File: config.mk
export PLATFORM = sky130hd
export DESIGN_NAME = can_bit_stuffing_flat
export DESIGN_NICKNAME = d
export VERILOG_FILES = /design/src/rtl/can_bit_stuffing_pkg.sv /design/src/rtl/can_bit_stuffing_if.sv /design/src/rtl/can_stuff_run_ctr.sv /design/src/rtl/can_bit_stuffing.sv /design/src/flat_wrapper.sv
export SDC_FILE = /design/constraint.sdc
export NUM_CORES = 1
export LEC_CHECK = 0
export CAP_MARGIN = 20
export CORE_ASPECT_RATIO = 1.75
export CORE_MARGIN = 2
export CORE_UTILIZATION = 48
export DETAILED_ROUTE_END_ITERATION = 12
export PLACE_DENSITY = 0.76
export SLEW_MARGIN = 20
export SYNTH_ARGS = -nofsm -noshare
export SYNTH_HDL_FRONTEND = slang
export SYNTH_HIERARCHICAL = 1
export SYNTH_SLANG_ARGS = --single-unit
File: constraint.sdc
create_clock -name clk -period 4.6 [get_ports clk]
set_clock_uncertainty 0.15 [all_clocks]
set_input_delay 0.46 -clock clk [delete_from_list [all_inputs] [get_ports clk]]
set_output_delay 0.46 -clock clk [all_outputs]
set_load 0.005 [all_outputs]
File: src/rtl/can_bit_stuffing_pkg.sv
// can_pkg: shared constants and types for the CAN bit-stuffing engine
package can_pkg;
    localparam int CAN_STUFF_LEN = 5;
    localparam int CAN_DATA_W    = 64;
    typedef logic [2:0] run_cnt_t;
endpackage

File: src/rtl/can_bit_stuffing_if.sv
// can_bit_stuffing_if: parallel word in, stuffed word and status out
//   data_in   : unstuffed bits, MSB transmitted first
//   data_out  : stuffed stream, MSB is the first stuffed bit once done
//   done      : DATA_W output bits produced for the current data_in
//   stuff_cnt : number of stuff bits inserted into data_out
//   ovf       : input bits truncated by stuffing (CAN_BIT_STUFFING_OVF_EN only)
interface can_bit_stuffing_if #(parameter int DATA_W = 64);
    localparam int CW = $clog2(DATA_W) + 1;
    logic [DATA_W-1:0] data_in;
    logic [DATA_W-1:0] data_out;
    logic              done;
    logic [CW-1:0]     stuff_cnt;
`ifdef CAN_BIT_STUFFING_OVF_EN
    logic              ovf;
    modport master (output data_in, input data_out, done, stuff_cnt, ovf);
    modport slave  (input data_in, output data_out, done, stuff_cnt, ovf);
`else
    modport master (output data_in, input data_out, done, stuff_cnt);
    modport slave  (input data_in, output data_out, done, stuff_cnt);
`endif
endinterface

File: src/rtl/can_stuff_run_ctr.sv
// can_stuff_run_ctr: tracks the current run of equal output bits and flags when a stuff bit is due
//   clk, rst    : clock, async active-high reset
//   restart_i   : first bit of a new word is emitted this edge
//   adv_i       : a following bit is emitted this edge
//   bit_i       : the bit being emitted
//   run_val_o   : value of the current run
//   stuff_now_o : run has reached STUFF_LEN, next emitted bit must be a stuff bit
module can_stuff_run_ctr
    import can_pkg::*;
#(
    parameter int STUFF_LEN = CAN_STUFF_LEN
) (
    input  logic clk,
    input  logic rst,
    input  logic restart_i,
    input  logic adv_i,
    input  logic bit_i,
    output logic run_val_o,
    output logic stuff_now_o
);
    logic     run_val_q, run_val_d;
    run_cnt_t run_cnt_q, run_cnt_d;

    // A stuff bit is always ~run_val, so it naturally starts a fresh run of one.
    always_comb begin
        run_val_d = (restart_i | adv_i) ? bit_i : run_val_q;
        run_cnt_d = !(restart_i | adv_i)             ? run_cnt_q :
                    (restart_i | (bit_i != run_val_q)) ? run_cnt_t'(1) : run_cnt_q + run_cnt_t'(1);
    end

    always_ff @(posedge clk or posedge rst) begin
        if (rst) begin
            run_val_q <= 1'b0;
            run_cnt_q <= '0;
        end else begin
            run_val_q <= run_val_d;
            run_cnt_q <= run_cnt_d;
        end
    end

    assign run_val_o   = run_val_q;
    assign stuff_now_o = run_cnt_q == run_cnt_t'(STUFF_LEN);
endmodule

File: src/rtl/can_bit_stuffing.sv
// can_bit_stuffing: serial CAN bit-stuffing engine building the stuffed stream in a parallel register
//   clk, rst : clock, async active-high reset
//   bus      : can_bit_stuffing_if.slave (data_in in; data_out, done, stuff_cnt out)
//   Optional macro CAN_BIT_STUFFING_OVF_EN adds bus.ovf (input bits truncated by stuffing).
module can_bit_stuffing
    import can_pkg::*;
#(
    parameter int DATA_W    = CAN_DATA_W,
    parameter int STUFF_LEN = CAN_STUFF_LEN
) (
    input logic               clk,
    input logic               rst,
    can_bit_stuffing_if.slave bus
);
    localparam int IW = $clog2(DATA_W);
    localparam int CW = IW + 1;

    logic [DATA_W-1:0] shadow_q, shadow_d, data_out_q, data_out_d;
    logic              start_pending_q, start_pending_d, done_q, done_d;
    logic [CW-1:0]     idx_q, idx_d, ocnt_q, ocnt_d, stuff_cnt_q, stuff_cnt_d;
    logic              restart, busy, exhausted, stuff, run_val, stuff_now, emit_bit;
`ifdef CAN_BIT_STUFFING_OVF_EN
    logic              ovf_q, ovf_d;
`endif

    assign restart   = start_pending_q | (bus.data_in != shadow_q);
    assign busy      = ocnt_q < CW'(DATA_W);
    // Once the input is used up only run-rule stuff bits can be emitted.
    assign exhausted = idx_q >= CW'(DATA_W);
    assign stuff     = stuff_now | exhausted;
    assign emit_bit  = restart ? bus.data_in[DATA_W-1] :
                       stuff   ? ~run_val : shadow_q[IW'(CW'(DATA_W - 1) - idx_q)];

    can_stuff_run_ctr #(.STUFF_LEN(STUFF_LEN)) u_run (
        .clk         (clk),
        .rst         (rst),
        .restart_i   (restart),
        .adv_i       (~restart & busy),
        .bit_i       (emit_bit),
        .run_val_o   (run_val),
        .stuff_now_o (stuff_now)
    );

    always_comb begin
        shadow_d        = shadow_q;
        start_pending_d = start_pending_q;
        data_out_d      = data_out_q;
        done_d          = done_q;
        idx_d           = idx_q;
        ocnt_d          = ocnt_q;
        stuff_cnt_d     = stuff_cnt_q;
`ifdef CAN_BIT_STUFFING_OVF_EN
        ovf_d           = ovf_q;
`endif
        if (restart) begin
            shadow_d        = bus.data_in;
            start_pending_d = 1'b0;
            data_out_d      = {{(DATA_W-1){1'b0}}, emit_bit};
            done_d          = 1'b0;
            idx_d           = CW'(1);
            ocnt_d          = CW'(1);
            stuff_cnt_d     = '0;
`ifdef CAN_BIT_STUFFING_OVF_EN
            ovf_d           = 1'b0;
`endif
        end else if (busy) begin
            data_out_d      = {data_out_q[DATA_W-2:0], emit_bit};
            idx_d           = stuff ? idx_q : idx_q + CW'(1);
            ocnt_d          = ocnt_q + CW'(1);
            stuff_cnt_d     = stuff_cnt_q + CW'(stuff);
            done_d          = ocnt_d == CW'(DATA_W);
`ifdef CAN_BIT_STUFFING_OVF_EN
            ovf_d           = done_d & (idx_d < CW'(DATA_W));
`endif
        end
    end

    always_ff @(posedge clk or posedge rst) begin
        if (rst) begin
            shadow_q        <= '0;
            start_pending_q <= 1'b1;
            data_out_q      <= '0;
            done_q          <= 1'b0;
            idx_q           <= '0;
            ocnt_q          <= '0;
            stuff_cnt_q     <= '0;
`ifdef CAN_BIT_STUFFING_OVF_EN
            ovf_q           <= 1'b0;
`endif
        end else begin
            shadow_q        <= shadow_d;
            start_pending_q <= start_pending_d;
            data_out_q      <= data_out_d;
            done_q          <= done_d;
            idx_q           <= idx_d;
            ocnt_q          <= ocnt_d;
            stuff_cnt_q     <= stuff_cnt_d;
`ifdef CAN_BIT_STUFFING_OVF_EN
            ovf_q           <= ovf_d;
`endif
        end
    end

    assign bus.data_out  = data_out_q;
    assign bus.done      = done_q;
    assign bus.stuff_cnt = stuff_cnt_q;
`ifdef CAN_BIT_STUFFING_OVF_EN
    assign bus.ovf       = ovf_q;
`endif
endmodule

File: src/flat_wrapper.sv
// flat-port wrapper written by rule: the top's interface ports become plain ports
module can_bit_stuffing_flat import can_pkg::*;
#(
    parameter int DATA_W    = CAN_DATA_W,
    parameter int STUFF_LEN = CAN_STUFF_LEN
)
  (clk, rst, bus_data_in, bus_data_out, bus_done, bus_stuff_cnt);
  can_bit_stuffing_if #(.DATA_W(DATA_W)) bus_i ();
  input logic clk;
  input logic rst;
  input wire logic [$bits(bus_i.data_in)-1:0] bus_data_in;
  output wire logic [$bits(bus_i.data_out)-1:0] bus_data_out;
  output wire logic [$bits(bus_i.done)-1:0] bus_done;
  output wire logic [$bits(bus_i.stuff_cnt)-1:0] bus_stuff_cnt;
  assign bus_i.data_in = bus_data_in;
  assign bus_data_out = bus_i.data_out;
  assign bus_done = bus_i.done;
  assign bus_stuff_cnt = bus_i.stuff_cnt;
  can_bit_stuffing #(.DATA_W(DATA_W), .STUFF_LEN(STUFF_LEN)) u_core (.clk(clk), .rst(rst), .bus(bus_i));
endmodule
==> reports/results.ini, run 1 <==
[run_status]
status=finished, final reports clean

[worst_setup_path]
slowest_stage=a2111oi_0
cp-startpoint=bus_data_in[21]
timing.rr.end=u_core/u_run/run_val_o
worst_path_most_repeated_cell=nor2_1
endpoint=u_core/u_run/run_val_o
slowest_delay_ns=0.68
path_cells=clkdlybuf4s50_1 > nor2b_1 > a2111oi_0 > nand4_1 > nor4_2 > nand3_4 > buf_12 > nor2_1 > nor2_1 > mux2_2
critical_path_class=input pin to flip-flop
worstSetupPathDepth=10
start_kind=input pin
cp_top_family=simple AND/OR/NAND/NOR gates
reg2reg_slack_ns=1.10
worst_setup_path_end_kind=flip-flop
cp_max_fo=89
path_buf_inv=2
reg2reg_depth=9
critPathArrivalTime_ns=3.68
required_ns=4.75
r2r_start=u_core/shadow_q[21]

[pwr]
power.leakage_nw=3.56
p_per_area_nw_per_um2=320
fin_total_pwr_mw=3.03
max-vdd-ir-drop_mv=0.212

[synthesis]
syn_nets=700
synthArstFlopShare_pct=100
synthesis.area_sq_um=7520
yosys.area.top_type_share_pct=51.3
ys_ff_latch=155
synth_cells=626
synthTopCellsByArea=dfrtp_1, mux2i_1, nor2_4
synth_edf_count=0
synth_area_leader_cell=dfrtp_1
yosysSeqAreaShare_pct=51.6
netlist-cell-type-count=49
yosysWarnings=6
syn_area_per_cell_sq_um=12.0
synthFlopType=dfrtp_1

[timing]
finalHoldViolations=0
worst_pin_slew_ns=0.739
finalMaxSlewViolations=0
finalSetupTns_ns=0
max_freq_mhz=283
fin_ws_ns=1.07
period_share_pct=76.7
rsz0062_at_grt=no
setup_viol=0
slew_headroom_pct=49.5
finalCriticalPeriod_ns=3.53

[placed_design]
pre_cts_ws_ns=0.596
gp_congestion=0.913
port_buffers=137
dp.cells=867
hpwl_um=12100

[floorplanning]
coreArea_sq_um=15400
die_y_um=170
start_util_pct=48.8
fp.dieArea_sq_um=16700
die_w_um=98.6
rows=60
ios=138

[finish]
diodes=0
drive_above_1_share_pct=16.4
fin_nets=775
fin_cells=900
area_delta_synth_final_pct=25.6

[grt]
grt_antenna_before_repair=0
grt_max_degree=90
gr-total-overflow=0
grt_pass1_wl_um=26900
grtUsageTotal_pct=20.6
grt_pass1_vias=5244

[routing]
drt_pass1_iterations=4
drt_wl_total_um=16200
drc_errors=0
vias=4827
drtIter0Drc=216
post_drt_via_cell_ratio=5.36
final_antenna_net_count=0
routedWlPerCell_um=18.0

[clock_network]
cts_resized=0
cts_tree=done
clockBufferDepth=2
htreeDepth=4
cts.sink_count=155
postCtsHoldBufs=0
post_cts_buffers=0
cts_buffers=17
insertion_delay_ns=0.42
root_buffer=clkbuf_16
clkTransAtPathRegs_ns=0.07

[worst_hold_path]
holdCritPathClass=input pin to asynchronous set/reset pin

[flow_run]
drv_cap=0

[cells in the mapped netlist (all sizes together) (2+ instances only)]
library cell	count
xor2	25
mux4	16
nand3b	2
nor2	93
o22ai	6
a2111oi	5
ha	8
nor4	7
a31oi	3
a21oi	6
nand2	9
o2bb2ai	2
a22o	2
clkbuf	76
o21ai	3
or4	3
inv	22
mux2	4
nand4	15
and2	3
nand2b	5
nor2b	18
xnor2	33
mux2i	67
nand3	7
a22oi	5
buf	12
dfrtp	154
nor3	4
[final cells by class]
type	count	area, sq um
clock buffers	17	425
clock inverters	15	190
fillers	1216	5950
inverters	22	86.3
multi-input cells	361	3160
flip-flops and latches	155	3880
well taps	186	233
repair buffers	144	1460
[registers in the layout, summed over array words and instances (netlist names)]
signal                  count
u_core/shadow_q            64
u_core/ocnt_q               7
u_core/u_run/run_cnt_q      3
u_core/idx_q                7
u_core/bus.stuff_cnt        7
u_core/bus.done             1
u_core/bus.data_out        64
u_core/u_run/run_val_o      1
u_core/start_pending_q      1
[metal layers]
metal | global-route usage [%] | vias up | routed length [um]
met1 | 22.5 | 2380 | 5890
met3 | 3.13 | 52 | 607
met5 | 0 | - | 0
met4 | 11.9 | 0 | 843
met2 | 37.3 | 168 | 8910
li1 | - | 2227 | -
[metrics by stage]
| stage | util [%] | hold WS [ns] | instance area [sq um] |
|---|---|---|---|
| after floorplan | - | 0.0761 | 7520 |
| after global placement | 57.2 | 0.356 | 8810 |
| after CTS | 61.2 | 0.167 | 9420 |
| after global routing | 61.4 | 0.199 | 9440 |
| after detailed placement | 57.2 | 0.373 | 8810 |
| final | 61.4 | 0.169 | 9440 |
[cell usage in the layout, fill, tap and decap left out, types with 8 or more instances in the layout]
| cell type | count |
|---|---|
| nor2_1 | 43 |
| mux2i_1 | 67 |
| nor2_4 | 50 |
| dfrtp_1 | 153 |
| xor2_1 | 25 |
| clkbuf_16 | 17 |
| mux4_2 | 16 |
| nor2b_1 | 18 |
| nand4_1 | 15 |
| inv_1 | 20 |
| ha_1 | 8 |
| nand2_1 | 9 |
| clkdlybuf4s50_1 | 137 |
| xnor2_1 | 33 |
[cell families after synthesis]
logic type	synth area share, %
compound gates	3.55
fa+ha+maj	1.33
flops	51.6
xor+xnor	6.76
simple gates	16.0
mux	14.3
buf+inv	6.39
other cells	0.0499
[worst min-delay path by stage]
| stage | from | endpoint |
|---|---|---|
| 2_1_floorplan | rst | u_core/u_run/run_cnt_q[0] |
| 3_3_place_gp | u_core/idx_q[6] | u_core/idx_q[6] |
| 3_5_place_dp | u_core/bus.data_out[63] | u_core/bus.data_out[63] |
| 4_1_cts | rst | u_core/u_run/run_cnt_q[0] |
| 5_1_grt | rst | u_core/u_run/run_cnt_q[2] |
| 6_report | rst | u_core/u_run/run_cnt_q[2] |
[report_power, final]
| part | internal, mW | leakage (nW) | switching, mW |
|---|---|---|---|
| clock network | 0.784 | 0.300 | 0.637 |
| registers | 1.39 | 1.99 | 0.0289 |
| logic | 0.100 | 1.27 | 0.0824 |
Power figures use the tool's default switching activity.
==> run 2, diff against run 1 <==
--- a/config.mk
+++ b/config.mk
@@ -8,9 +8,9 @@
 export CAP_MARGIN = 20
 export CORE_ASPECT_RATIO = 1.75
 export CORE_MARGIN = 2
-export CORE_UTILIZATION = 48
+export CORE_UTILIZATION = 53
 export DETAILED_ROUTE_END_ITERATION = 12
-export PLACE_DENSITY = 0.76
+export PLACE_DENSITY = 0.8
 export SLEW_MARGIN = 20
 export SYNTH_ARGS = -nofsm -noshare
 export SYNTH_HDL_FRONTEND = slang
==> constraint.sdc (replaced) <==
create_clock -name clk -period 3.4 [get_ports clk]
set_clock_uncertainty 0.15 [all_clocks]
set_input_delay 0.34 -clock clk [delete_from_list [all_inputs] [get_ports clk]]
set_output_delay 0.34 -clock clk [all_outputs]
set_load 0.005 [all_outputs]
==> run 2 against run 1 <==
  * Non-clock buffer count increased by 4
  * Setup slack lost 0.83 ns
  * Clock power up 35%
  * First-iteration DRC count rose by 28%
  * Count of clock-buffer cells in the layout grew 1
  * Critical path type is now flip-flop to flip-flop
  * Largest cell class unchanged
==> reports/results.ini, run 2 (synthesized netlist as in run 1, its figures left out) <==
[timing]
worst_pin_slew_ns=0.818  ; +0.0791 ns
period_share_pct=93.0
setup_viol=0  ; unchanged
finalCriticalPeriod_ns=3.16
rsz0062_at_grt=no
slew_headroom_pct=45.5  ; -4.0 points
finalSetupTns_ns=0  ; unchanged
fin_ws_ns=0.238  ; -0.834 ns
finalMaxSlewViolations=0  ; unchanged
max_freq_mhz=316
finalHoldViolations=0  ; unchanged

[routing]
drt_pass1_iterations=4  ; unchanged
vias=4844  ; +0.35%
post_drt_via_cell_ratio=5.41  ; +0.91%
drt_wl_total_um=15600  ; -3.8%
final_antenna_net_count=0  ; unchanged
drc_errors=0  ; unchanged
drtIter0Drc=276  ; +28%
routedWlPerCell_um=17.5  ; -3.2%

[worst_setup_path]
r2r_start=u_core/shadow_q[21]
worst_setup_path_end_kind=flip-flop
reg2reg_depth=11  ; +2
cp_max_fo=39  ; -56%
critPathArrivalTime_ns=3.35  ; -0.33 ns
reg2reg_slack_ns=0.24  ; -0.86 ns
cp-startpoint=u_core/shadow_q[21]
required_ns=3.58  ; -1.17 ns
critical_path_class=flip-flop to flip-flop
timing.rr.end=u_core/u_run/run_cnt_q[2]
start_kind=flip-flop

[finish]
fin_nets=779  ; +0.52%
drive_above_1_share_pct=16.9  ; +0.47 points
final_cell_mix=dfrtp_1, clkdlybuf4s50_1, mux2i_1
diodes=0  ; unchanged
post-route-util_pct=68.1  ; +6.8 points
area_delta_synth_final_pct=26.0
final_common_cell=dfrtp_1
stdcell_area_sq_um=9480  ; +0.33%
nFillCells=1044  ; -14%

[grt]
grt_max_degree=77  ; -14%
gr-total-overflow=0  ; unchanged
grt_pass1_wl_um=25000  ; -6.9%
grtUsageTotal_pct=21.6  ; +1.1 points
grt_antenna_before_repair=0  ; unchanged
grt_pass1_vias=5077  ; -3.2%

[floorplanning]
die_w_um=94.0  ; -4.6%
rows=57  ; -5.0%
ios=138  ; unchanged
start_util_pct=54.1  ; +5.2 points
die_y_um=162  ; -4.7%
fp.dieArea_sq_um=15200  ; -9.1%
coreArea_sq_um=13900  ; -9.6%

[clock_network]
root_buffer=clkbuf_16
insertion_delay_ns=0.42  ; about the same
clkTransAtPathRegs_ns=0.07  ; about the same
cts_buffers=17  ; unchanged
cts_tree=done
post_cts_buffers=0  ; unchanged
postCtsHoldBufs=0  ; unchanged
clockBufferDepth=2  ; unchanged
htreeDepth=4  ; unchanged
cts_resized=0  ; unchanged
cts.sink_count=155  ; unchanged

[pwr]
power.leakage_nw=3.59  ; +0.82%
max-vdd-ir-drop_mv=0.470  ; +120%
p_per_area_nw_per_um2=432  ; +35%

[flow_run]
drv_cap=0  ; unchanged

[placed_design]
gp_congestion=0.926  ; +1.3%
port_buffers=137  ; unchanged
pre_cts_ws_ns=-0.00423  ; -0.601 ns
dpl-instance-area_sq_um=8860  ; +0.58%
hpwl_um=11800  ; -2.7%

[worst_hold_path]
holdCritPathClass=input pin to asynchronous set/reset pin

[run_status]
status=finished, final reports clean

[run 2: cell types whose count changed in the layout (fill, tap and decap cells not counted)]
cell | previous run | this run
buf_4 | 4 | 7
buf_12 | 3 | 4
inv_8 | 3 | 4
clkinv_8 | 4 | 3
clkbuf_8 | 0 | 1
inv_6 | 5 | 4
[run 2: layout make-up]
cell class	instances	area (sq um)	area share, %
clock inverter	14	176	1.86
timing repair buffer	148	1500	15.9
multi-input combinational	361	3160	33.4
clock buffer	18	439	4.63
tap	177	221	2.34
sequential	155	3880	41.0
inverter	22	86.3	0.911
[run 2: worst max-delay path by stage]
stage / slack, ns / endpoint
floorplan: 0.63 / u_core/u_run/run_cnt_q[0]
global placement: 0.08 / u_core/u_run/run_cnt_q[2]
finish: 0.24 / u_core/u_run/run_cnt_q[2]
CTS: 0.22 / u_core/u_run/run_cnt_q[1]
detailed placement: -0.004 / u_core/u_run/run_cnt_q[1]
global route: 0.17 / u_core/u_run/run_cnt_q[1]
[run 2: power breakdown]
group,internal [mW],leakage (nW),total [mW],switching (mW)
sequential,1.88,1.99,1.92,0.0390
combinational,0.136,1.29,0.247,0.111
clock,1.08,0.302,1.92,0.841
[run 2: critical path, cell delays in order, from the launching register on]
cell and delay, ns:
dfrtp_1 0.43, nor2b_1 0.15, a2111oi_0 0.65, nand4_1 0.20, nor4_2 0.33, buf_4 0.18
nand3_4 0.07, buf_4 0.30, nor2_1 0.21, buf_4 0.16, nand4b_1 0.09, a31oi_1 0.15
[run 2: layer usage]
metal / share of wire, % / vias to the layer above / wire, um / global-route usage, %
met2: 55 / 166 / 8600 / 38.5
met5: 0 / - / 0 / 0
li1: - / 2237 / - / -
met4: 6.1 / 0 / 958 / 13.6
met1: 35 / 2393 / 5510 / 22.6
met3: 3.6 / 48 / 569 / 4.62
[run 2: metrics by stage]
stage               instances  hold slack, ns  total power [mW]
finish                    895          0.0778              4.09
global placement          863           0.365              2.20
detailed placement        863           0.362              2.21
CTS                       895          0.0838              4.14
floorplan                 626         -0.0439              2.08
global route              895          0.0874              4.26
